===== config.mk =====
export PLATFORM = sky130hd
export DESIGN_NAME = data_mem_controller
export DESIGN_NICKNAME = d
export VERILOG_FILES = /design/src/rtl/data_mem_controller.sv
export SDC_FILE = /design/constraint.sdc
export NUM_CORES = 2
export LEC_CHECK = 0
export ABC_CLOCK_PERIOD_IN_PS = 4100
export BUFFER_PORTS_ARGS = -buffer_cell sky130_fd_sc_hd__buf_2
export CELL_PAD_IN_SITES_DETAIL_PLACEMENT = 0
export CELL_PAD_IN_SITES_GLOBAL_PLACEMENT = 1
export CORE_AREA = 2 2 329 331
export CTS_BUF_LIST = sky130_fd_sc_hd__clkbuf_8
export CTS_CLUSTER_SIZE = 10
export DETAILED_ROUTE_END_ITERATION = 10
export DIE_AREA = 0 0 331 333
export PLACE_DENSITY_LB_ADDON = 0.12
export RECOVER_POWER = 25
export SETUP_SLACK_MARGIN = 0.02
export SLEW_MARGIN = 20
export SYNTH_ARGS = -nofsm -noshare
export SYNTH_HDL_FRONTEND = slang
export SYNTH_SLANG_ARGS = --single-unit

===== constraint.sdc =====
create_clock -name clk -period 4.1 [get_ports clk]
set_input_delay 0.205 -clock clk [delete_from_list [all_inputs] [get_ports clk]]
set_output_delay 0.205 -clock clk [all_outputs]
set_load 0.03 [all_outputs]

===== src/rtl/data_mem_controller.sv =====
// data_mem_controller: per-thread LSU ports arbitrated onto NUM_CHANNELS data-memory channels.
// Define DATA_MEM_RR_ARB_EN for round-robin consumer arbitration (default: fixed priority).
module data_mem_controller #(
    parameter int NUM_CONSUMERS = 8,
    parameter int NUM_CHANNELS  = 2,
    parameter int ADDR_WIDTH    = 8,
    parameter int DATA_WIDTH    = 32
) (
    input  logic                                  clk,
    input  logic                                  reset,
    input  logic [NUM_CONSUMERS-1:0]              consumer_read_valid,
    input  logic [NUM_CONSUMERS*ADDR_WIDTH-1:0]   consumer_read_address,
    output logic [NUM_CONSUMERS-1:0]              consumer_read_ready,
    output logic [NUM_CONSUMERS*DATA_WIDTH-1:0]   consumer_read_data,
    input  logic [NUM_CONSUMERS-1:0]              consumer_write_valid,
    input  logic [NUM_CONSUMERS*ADDR_WIDTH-1:0]   consumer_write_address,
    input  logic [NUM_CONSUMERS*DATA_WIDTH-1:0]   consumer_write_data,
    output logic [NUM_CONSUMERS-1:0]              consumer_write_ready,
    output logic [NUM_CHANNELS-1:0]               mem_read_valid,
    output logic [NUM_CHANNELS*ADDR_WIDTH-1:0]    mem_read_address,
    input  logic [NUM_CHANNELS-1:0]               mem_read_ready,
    input  logic [NUM_CHANNELS*DATA_WIDTH-1:0]    mem_read_data,
    output logic [NUM_CHANNELS-1:0]               mem_write_valid,
    output logic [NUM_CHANNELS*ADDR_WIDTH-1:0]    mem_write_address,
    output logic [NUM_CHANNELS*DATA_WIDTH-1:0]    mem_write_data,
    input  logic [NUM_CHANNELS-1:0]               mem_write_ready
);
    localparam int CW = (NUM_CONSUMERS > 1) ? $clog2(NUM_CONSUMERS) : 1;
    localparam int AW = ADDR_WIDTH;
    localparam int DW = DATA_WIDTH;

    typedef enum logic [2:0] {
        CH_IDLE,
        CH_READ_WAIT,
        CH_WRITE_WAIT,
        CH_READ_RELAY,
        CH_WRITE_RELAY
    } ch_state_e;

    ch_state_e                  state_q [NUM_CHANNELS];
    ch_state_e                  state_d [NUM_CHANNELS];
    logic [CW-1:0]              cur_q   [NUM_CHANNELS];
    logic [CW-1:0]              cur_d   [NUM_CHANNELS];
    logic [NUM_CONSUMERS-1:0]   busy_q, busy_d;
    logic [NUM_CHANNELS-1:0]    mrv_q, mrv_d, mwv_q, mwv_d;
    logic [NUM_CHANNELS*AW-1:0] mra_q, mra_d, mwa_q, mwa_d;
    logic [NUM_CHANNELS*DW-1:0] mwd_q, mwd_d;
    logic [NUM_CONSUMERS-1:0]   crr_q, crr_d, cwr_q, cwr_d;
    logic [NUM_CONSUMERS*DW-1:0] crd_q, crd_d;
`ifdef DATA_MEM_RR_ARB_EN
    logic [CW-1:0]              rr_ptr_q, rr_ptr_d;
`endif

    always_comb begin
        logic [NUM_CONSUMERS-1:0] claimed;
        logic [NUM_CONSUMERS-1:0] released;
        logic                     found;
        logic [CW-1:0]            j;
        int                       idx;
        int                       start;
        state_d  = state_q;
        cur_d    = cur_q;
        mrv_d    = mrv_q;
        mwv_d    = mwv_q;
        mra_d    = mra_q;
        mwa_d    = mwa_q;
        mwd_d    = mwd_q;
        crr_d    = crr_q;
        cwr_d    = cwr_q;
        crd_d    = crd_q;
        claimed  = '0;
        released = '0;
        found    = 1'b0;
        j        = '0;
        idx      = 0;
        start    = 0;
`ifdef DATA_MEM_RR_ARB_EN
        rr_ptr_d = rr_ptr_q;
        start    = int'(rr_ptr_q);
`endif
        // Claims from lower channels hide those consumers from higher channels.
        for (int c = 0; c < NUM_CHANNELS; c++) begin
            j     = cur_q[c];
            found = 1'b0;
            unique case (state_q[c])
                CH_IDLE: begin
                    for (int k = 0; k < NUM_CONSUMERS; k++) begin
                        idx = start + k;
                        if (idx >= NUM_CONSUMERS) idx = idx - NUM_CONSUMERS;
                        if (!found && !busy_q[idx] && !claimed[idx] &&
                            (consumer_read_valid[idx] || consumer_write_valid[idx])) begin
                            found        = 1'b1;
                            claimed[idx] = 1'b1;
                            cur_d[c]     = CW'(idx);
                            if (consumer_read_valid[idx]) begin
                                mrv_d[c]           = 1'b1;
                                mra_d[c*AW +: AW]  = consumer_read_address[idx*AW +: AW];
                                state_d[c]         = CH_READ_WAIT;
                            end else begin
                                mwv_d[c]           = 1'b1;
                                mwa_d[c*AW +: AW]  = consumer_write_address[idx*AW +: AW];
                                mwd_d[c*DW +: DW]  = consumer_write_data[idx*DW +: DW];
                                state_d[c]         = CH_WRITE_WAIT;
                            end
`ifdef DATA_MEM_RR_ARB_EN
                            start    = (idx + 1 >= NUM_CONSUMERS) ? 0 : idx + 1;
                            rr_ptr_d = CW'(start);
`endif
                        end
                    end
                end
                CH_READ_WAIT: begin
                    if (mem_read_ready[c]) begin
                        mrv_d[c]          = 1'b0;
                        crr_d[j]          = 1'b1;
                        crd_d[j*DW +: DW] = mem_read_data[c*DW +: DW];
                        state_d[c]        = CH_READ_RELAY;
                    end
                end
                CH_WRITE_WAIT: begin
                    if (mem_write_ready[c]) begin
                        mwv_d[c]   = 1'b0;
                        cwr_d[j]   = 1'b1;
                        state_d[c] = CH_WRITE_RELAY;
                    end
                end
                CH_READ_RELAY: begin
                    if (!consumer_read_valid[j]) begin
                        crr_d[j]    = 1'b0;
                        released[j] = 1'b1;
                        state_d[c]  = CH_IDLE;
                    end
                end
                CH_WRITE_RELAY: begin
                    if (!consumer_write_valid[j]) begin
                        cwr_d[j]    = 1'b0;
                        released[j] = 1'b1;
                        state_d[c]  = CH_IDLE;
                    end
                end
                default: state_d[c] = CH_IDLE;
            endcase
        end
        // Releases take effect next cycle, so a freed consumer is never re-claimed same-edge.
        busy_d = (busy_q | claimed) & ~released;
    end

    always_ff @(posedge clk) begin
        if (reset) begin
            for (int c = 0; c < NUM_CHANNELS; c++) begin
                state_q[c] <= CH_IDLE;
                cur_q[c]   <= '0;
            end
            busy_q <= '0;
            mrv_q  <= '0;
            mwv_q  <= '0;
            mra_q  <= '0;
            mwa_q  <= '0;
            mwd_q  <= '0;
            crr_q  <= '0;
            cwr_q  <= '0;
            crd_q  <= '0;
`ifdef DATA_MEM_RR_ARB_EN
            rr_ptr_q <= '0;
`endif
        end else begin
            state_q <= state_d;
            cur_q   <= cur_d;
            busy_q  <= busy_d;
            mrv_q   <= mrv_d;
            mwv_q   <= mwv_d;
            mra_q   <= mra_d;
            mwa_q   <= mwa_d;
            mwd_q   <= mwd_d;
            crr_q   <= crr_d;
            cwr_q   <= cwr_d;
            crd_q   <= crd_d;
`ifdef DATA_MEM_RR_ARB_EN
            rr_ptr_q <= rr_ptr_d;
`endif
        end
    end

    assign mem_read_valid       = mrv_q;
    assign mem_read_address     = mra_q;
    assign mem_write_valid      = mwv_q;
    assign mem_write_address    = mwa_q;
    assign mem_write_data       = mwd_q;
    assign consumer_read_ready  = crr_q;
    assign consumer_write_ready = cwr_q;
    assign consumer_read_data   = crd_q;

endmodule


## Yosys cells after proc, flatten, opt, wreduce, memory -nomap -nowiden

Cells that the tools add are included.

| operators by class | value |
|---|---|
| add/subtract/negate cells | 2 |
| $lt $le $gt $ge | 4 |
| equality and inequality tests | 18 |
| shift operators | 4 |
| multiplexer cells | 327 |
| bitwise logic cells | 14 |
| reduce and logical (&&, ||, !) cells | 94 |

Operators with widths:

| kind | count |
|---|---|
| 32-bit 2-to-1 mux | 38 |
| 256-bit 2-to-1 mux | 4 |
| 8-bit 2-to-1 mux | 88 |
| 256-bit bitwise mux | 2 |
| 32-bit by 34-bit variable shift with 256-bit output (first input constant) | 2 |
| 32-bit by 34-bit variable part select with 256-bit output | 2 |
| 1-bit 2-to-1 mux | 129 |
| 3-bit 2-to-1 mux | 40 |
| 8-bit one-hot mux with 2 select lines | 6 |
| 8-bit negation with 34-bit output | 2 |
| 8-bit bitwise OR | 6 |
| 8-bit bitwise AND | 5 |
| 1-bit logical AND | 40 |
| 1-bit zero test | 30 |
| 3-bit one-hot mux with 5 select lines | 2 |
| 8-bit inverter | 3 |
| 9-bit != test (second input constant) | 2 |
| 2-bit 2-to-1 mux | 8 |
| 2-bit != test (second input constant) | 8 |
| 8-bit nonzero test | 2 |
| 1-bit binary-select mux with 3-bit select | 4 |
| 3-bit by 2-bit == test with 1-bit output (second input constant) | 4 |
| 2-bit AND reduction | 6 |
| 5-bit AND reduction | 2 |
| other kinds (9) | 28 |

| storage, ports and cells | value |
|---|---|
| flip-flop bits (word level) | 392 |
| output and inout port bits | 372 |
| logic and storage cells | 481 |

## Longest topological paths before layout

| depth | value |
|---|---|
| word-level depth | 88 |
| depth in mapped cells | 13 |

## Worst setup path before layout

No wires, ideal clock.

| timing path | value |
|---|---|
| path type | reg2reg |
| start | reg cur_q[3] (netlist bit) |
| end | reg crd_q[120], in the netlist consumer_read_data[120] |
| arrival time | 2.755 ns |
| data required time | 4.014 ns |
| path slack | 1.260 ns |
| stages on the path, launching flop included | 11 |
| path through | dfxtp_1 clkbuf_1 inv_1 ha_1 clkbuf_1 nor3_1 clkbuf_1 nand2_1 nor2_1 a21oi_1 a211oi_1 |

| between the ends | value |
|---|---|
| word-level cells in the longest chain between the ends | 8 |

Ends and longest elaborated chain:

| item | RTL line | RTL |
|---|---|---|
| from (decl) | 42 | `logic [CW-1:0] cur_q [NUM_CHANNELS];` |
| from (signal assigned) | 168 | `cur_q <= cur_d;` |
| 8-bit negation with 34-bit output (*) | 116 | `crd_d[j*DW +: DW] = mem_read_data[c*DW +: DW];` |
| 32-bit by 34-bit variable part select with 256-bit output / 32-bit by 34-bit variable shift with 256-bit output (equally long branches) | 116 |  |
| 256-bit bitwise mux (*) | 116 |  |
| 256-bit 2-to-1 mux (*) | 113 | `if (mem_read_ready[c]) begin` |
| 256-bit 2-to-1 mux (*) | 85 | `unique case (state_q[c])` |
| 256-bit bitwise mux | 116 |  |
| 256-bit 2-to-1 mux | 113 |  |
| 256-bit 2-to-1 mux (*) | 85 |  |
| to (signal assigned) | 177 | `crd_q <= crd_d;` |
| to (decl) | 49 | `logic [NUM_CONSUMERS*DW-1:0] crd_q, crd_d;` |

Mark *: on every way between the ends. The rest lies on a longest branch, timed or not.
A chain may end at the register's enable or synchronous reset.

## Worst setup path after layout

| timing path | value |
|---|---|
| start | reg busy_q[1] |
| end | reg mwa_q[6], in the netlist mem_write_address[6] |

| between the ends | value |
|---|---|
| word-level cells in the longest chain between the ends | 34 |

Ends and longest elaborated chain:

| item | RTL line | RTL |
|---|---|---|
| from (decl) | 44 | `logic [NUM_CONSUMERS-1:0] busy_q, busy_d;` |
| from (signal assigned) | 169 | `busy_q <= busy_d;` |
| 1-bit zero test (*) | 90 | `if (!found && !busy_q[idx] && !claimed[idx] &&` |
| 1-bit logical AND (*) (2 in series) | 90 |  |
| 1-bit 2-to-1 mux | 90 |  |
| 1-bit 2-to-1 mux | 85 |  |
| 1-bit zero test | 90 |  |
| 1-bit logical AND (2 in series) | 90 |  |
| 1-bit 2-to-1 mux | 90 |  |
| 1-bit 2-to-1 mux | 85 |  |
| [... 14 more ...] | n/a |  |
| 1-bit 2-to-1 mux | 85 |  |
| 1-bit zero test | 90 |  |
| 1-bit logical AND (2 in series) | 90 |  |
| 1-bit 2-to-1 mux | 90 |  |
| 1-bit 2-to-1 mux | 85 |  |
| 1-bit zero test | 90 |  |
| 1-bit logical AND (2 in series) | 90 |  |
| 8-bit 2-to-1 mux (*) | 90 |  |
| to (signal assigned) | 173 | `mwa_q <= mwa_d;` |
| to (decl) | 46 | `logic [NUM_CHANNELS*AW-1:0] mra_q, mra_d, mwa_q, mwa_d;` |

Mark *: on every way between the ends. The rest lies on a longest branch, timed or not. The select of a mux whose other input is x is not followed.

==> run metrics <==
Synth Net Count 3,791; Max Slew Vio Count 0; nature of the critical path endpoint register; post-route clock period utilization 96.0%; status finished, final reports clean; Die Wd 331 um; Fin Setup TNS 0 ps; Area Growth Syn to Fin 49.0%; number of global-route vias before repair 31,874; initial antenna violation count 46; Final Non-Filler Cells 5,933; CTS max path bufs 3; post-synthesis sequential area ratio 32.2%; Rel. slew slack 25.7%; Synth cell types 73; Max FO, Critical Path 20; critical path arrival 4550 ps; vias 32,200; initial core utilization 22.9%; I/O pins 842; GPL Wtd Cong 0.916; Hold Violations, Final 0; GRT Util Overall 27.9%; Post-Syn Area 24,400 um^2; largest net degree at the start of global routing 143; PortBufs 841; Syn Area/Cell 7.36 um^2; first-pass GRT wire length 228,000 um; row cnt 120; Max-Cap Viols 0; Cells after Synth 3,311; actual slew at the worst max-slew pin 1120 ps; # nets final 4,906; DIE AREA 110,000 um^2; FMAX 0.254 GHz; worst min path class in2reg; Worst EP required 4720 ps; H-tree Lvls 3; wire per inst 27.0 um; # clock sinks 392; DR vias/cell 5.43; Crit Path Class reg2reg; Power Density 569 nW/um^2; clock buffer count from CTS 86; Static Leak 14.3 nW; Total Routed Length 160,000 um; # placed instances 5,292; FF+latch count, synth 392; post-layout min period 3940 ps; clk slew on worst S/H paths 60 ps; Die Ht 333 um; clk_lat worst skew 720 ps; RSZ-0062 raised after global routing false; core area 107,000 um^2; root buffer cell clkbuf_8; FILL cells 11,745; drt drc 0; DRT iter0 DRCs 2,730; share of cells above drive strength 1 21.1%; number of flops mapped to enable cells by yosys 0; HPWL Detailed 112,000 um; CTS tree yes; Worst setup SP type register; asr flop ratio synth 0%; post-route antenna net violation count 0; Synth Warn # 0; peak supply drop 299 uV; skew final 22.5 ps; total global routing overflow 0; count of final setup violators 0; DR pass1 iterations 9; ys flop type dfxtp_1
[flip-flops by register name, indices dropped and copies added (netlist names)]
register              flops
mem_write_data           64
state_q                   6
mem_write_address        16
consumer_read_data      256
mem_read_address         16
cur_q                     6
mem_write_valid           2
consumer_write_ready      8
busy_q                    8
consumer_read_ready       8
mem_read_valid            2
[cell families after synthesis]
kind of cell	after synthesis	share of synthesized area, %
buf+inv	379	5.96
mux	135	5.85
compound gates	1432	38.0
simple gates	957	17.2
fa+ha+maj	11	0.555
xor+xnor	5	0.180
flops	392	32.2
[synth_stat cells (8+ instances only)]
cell	n	area share, %
nand3_1	38	0.78
a21oi_1	522	11
or3_1	10	0.26
nor2_1	437	6.7
and3_1	13	0.33
o21ai_0	103	2.1
o22ai_1	86	2.2
o21ai_1	32	0.66
nand2b_1	15	0.39
a222oi_1	46	1.9
o31ai_1	27	0.83
ha_1	10	0.51
dfxtp_1	392	32
nor4_1	14	0.36
a31oi_1	8	0.21
nand3b_1	9	0.28
clkbuf_1	306	4.7
a22oi_1	46	1.4
nor3_1	100	2.1
mux2i_1	129	5.3
nor2b_1	50	1.3
buf_1	36	0.55
o211ai_1	47	1.4
buf_2	20	0.41
nand2_1	239	3.7
a211oi_1	409	13
inv_1	15	0.23
nor3b_1	8	0.25
a221oi_1	35	1.3
[repair_timing]
action                                  CTS  global route
hold buffers                            447             0
buffers inserted                          0             2
endpoints found under the setup margin    0            37
resized for setup                         0             8
hold endpoints to repair                386             0
[area by class of cell]
class / instances / area, um^2 / area share, %
Clock inverter: 42 / 245 / 0.676
Antenna cell: 37 / 92.6 / 0.255
Clock buffer: 113 / 1560 / 4.28
Inverter: 16 / 60.1 / 0.165
Timing Repair Buffer: 1390 / 9420 / 25.9
Sequential cell: 392 / 7850 / 21.6
Multi-Input combinational cell: 2540 / 15300 / 42.2
Tap cell: 1403 / 1760 / 4.84
[stage by stage]
step                      power, mW  setup slack (ps)  utilization [%]  cell area (um^2)  hold slack (ps)
after floorplan                10.9              1260                -             24400              339
after global placement         14.6               642             28.3             30100              460
after detailed placement       14.6               639             28.3             30100              457
after CTS                      20.7              38.7             34.1             36400             2.07
after global routing           21.8              39.1             34.0             36300             75.4
final                          20.7               164             34.1             36300             93.1
[placed cells by master (no fill, tap or decap), drive strengths merged, types with 9 or more instances in the layout]
cell,instances
nand2,239
nand3,39
diode,37
o211ai,47
dlygate4sd3,447
dfxtp,392
nand2b,15
ha,10
o21ai,136
a21oi,522
inv,50
nor3,101
o31ai,28
o22ai,86
buf,752
mux2i,129
nor4,17
nor2,437
a22oi,46
nor2b,50
a211oi,409
clkbuf,304
nand3b,9
a222oi,46
a221oi,35
or3,10
and3,13
[per-layer routing]
| metal | vias up | wire (um) | part of all wire [%] | global-route usage, % |
|---|---|---|---|---|
| met5 | - | 115 | 0.072 | 0 |
| li1 | 14806 | - | - | - |
| met2 | 1451 | 75600 | 47 | 46.6 |
| met1 | 15587 | 64400 | 40 | 33.8 |
| met3 | 340 | 13200 | 8.2 | 7.03 |
| met4 | 16 | 6710 | 4.2 | 11.6 |
[final timing paths]
path	from	endpoint	slack (ps)	cells after the start
worst max register to register	busy_q[1]	mem_write_address[6]	160	11
worst max-delay path	busy_q[1]	mem_write_address[6]	160	11
worst min-delay path	consumer_write_address[48]	mem_write_address[0]	90	5
worst min register to register	mem_write_data[11]	mem_write_data[11]	520	2
[where the power goes]
group | leakage, nW | switching (mW) | internal, mW
registers | 3.18 | 0.683 | 4.43
clock network | 1.05 | 2.18 | 2.53
logic | 10.1 | 6.70 | 4.12
total | 14.3 | 9.57 | 11.1
[critical path: stages (launching register included)]
cell           delay, ps
dfxtp_1              420
o21ba_1              370
nor4_4               370
nand2_1              260
or3_2                620
buf_4                280
nor2_1               120
nor3_1                70
o211ai_1             120
dlygate4sd3_1        590
nand2_1               50
dlygate4sd3_1        560
Note: power is estimated with default switching activity, not from simulation.
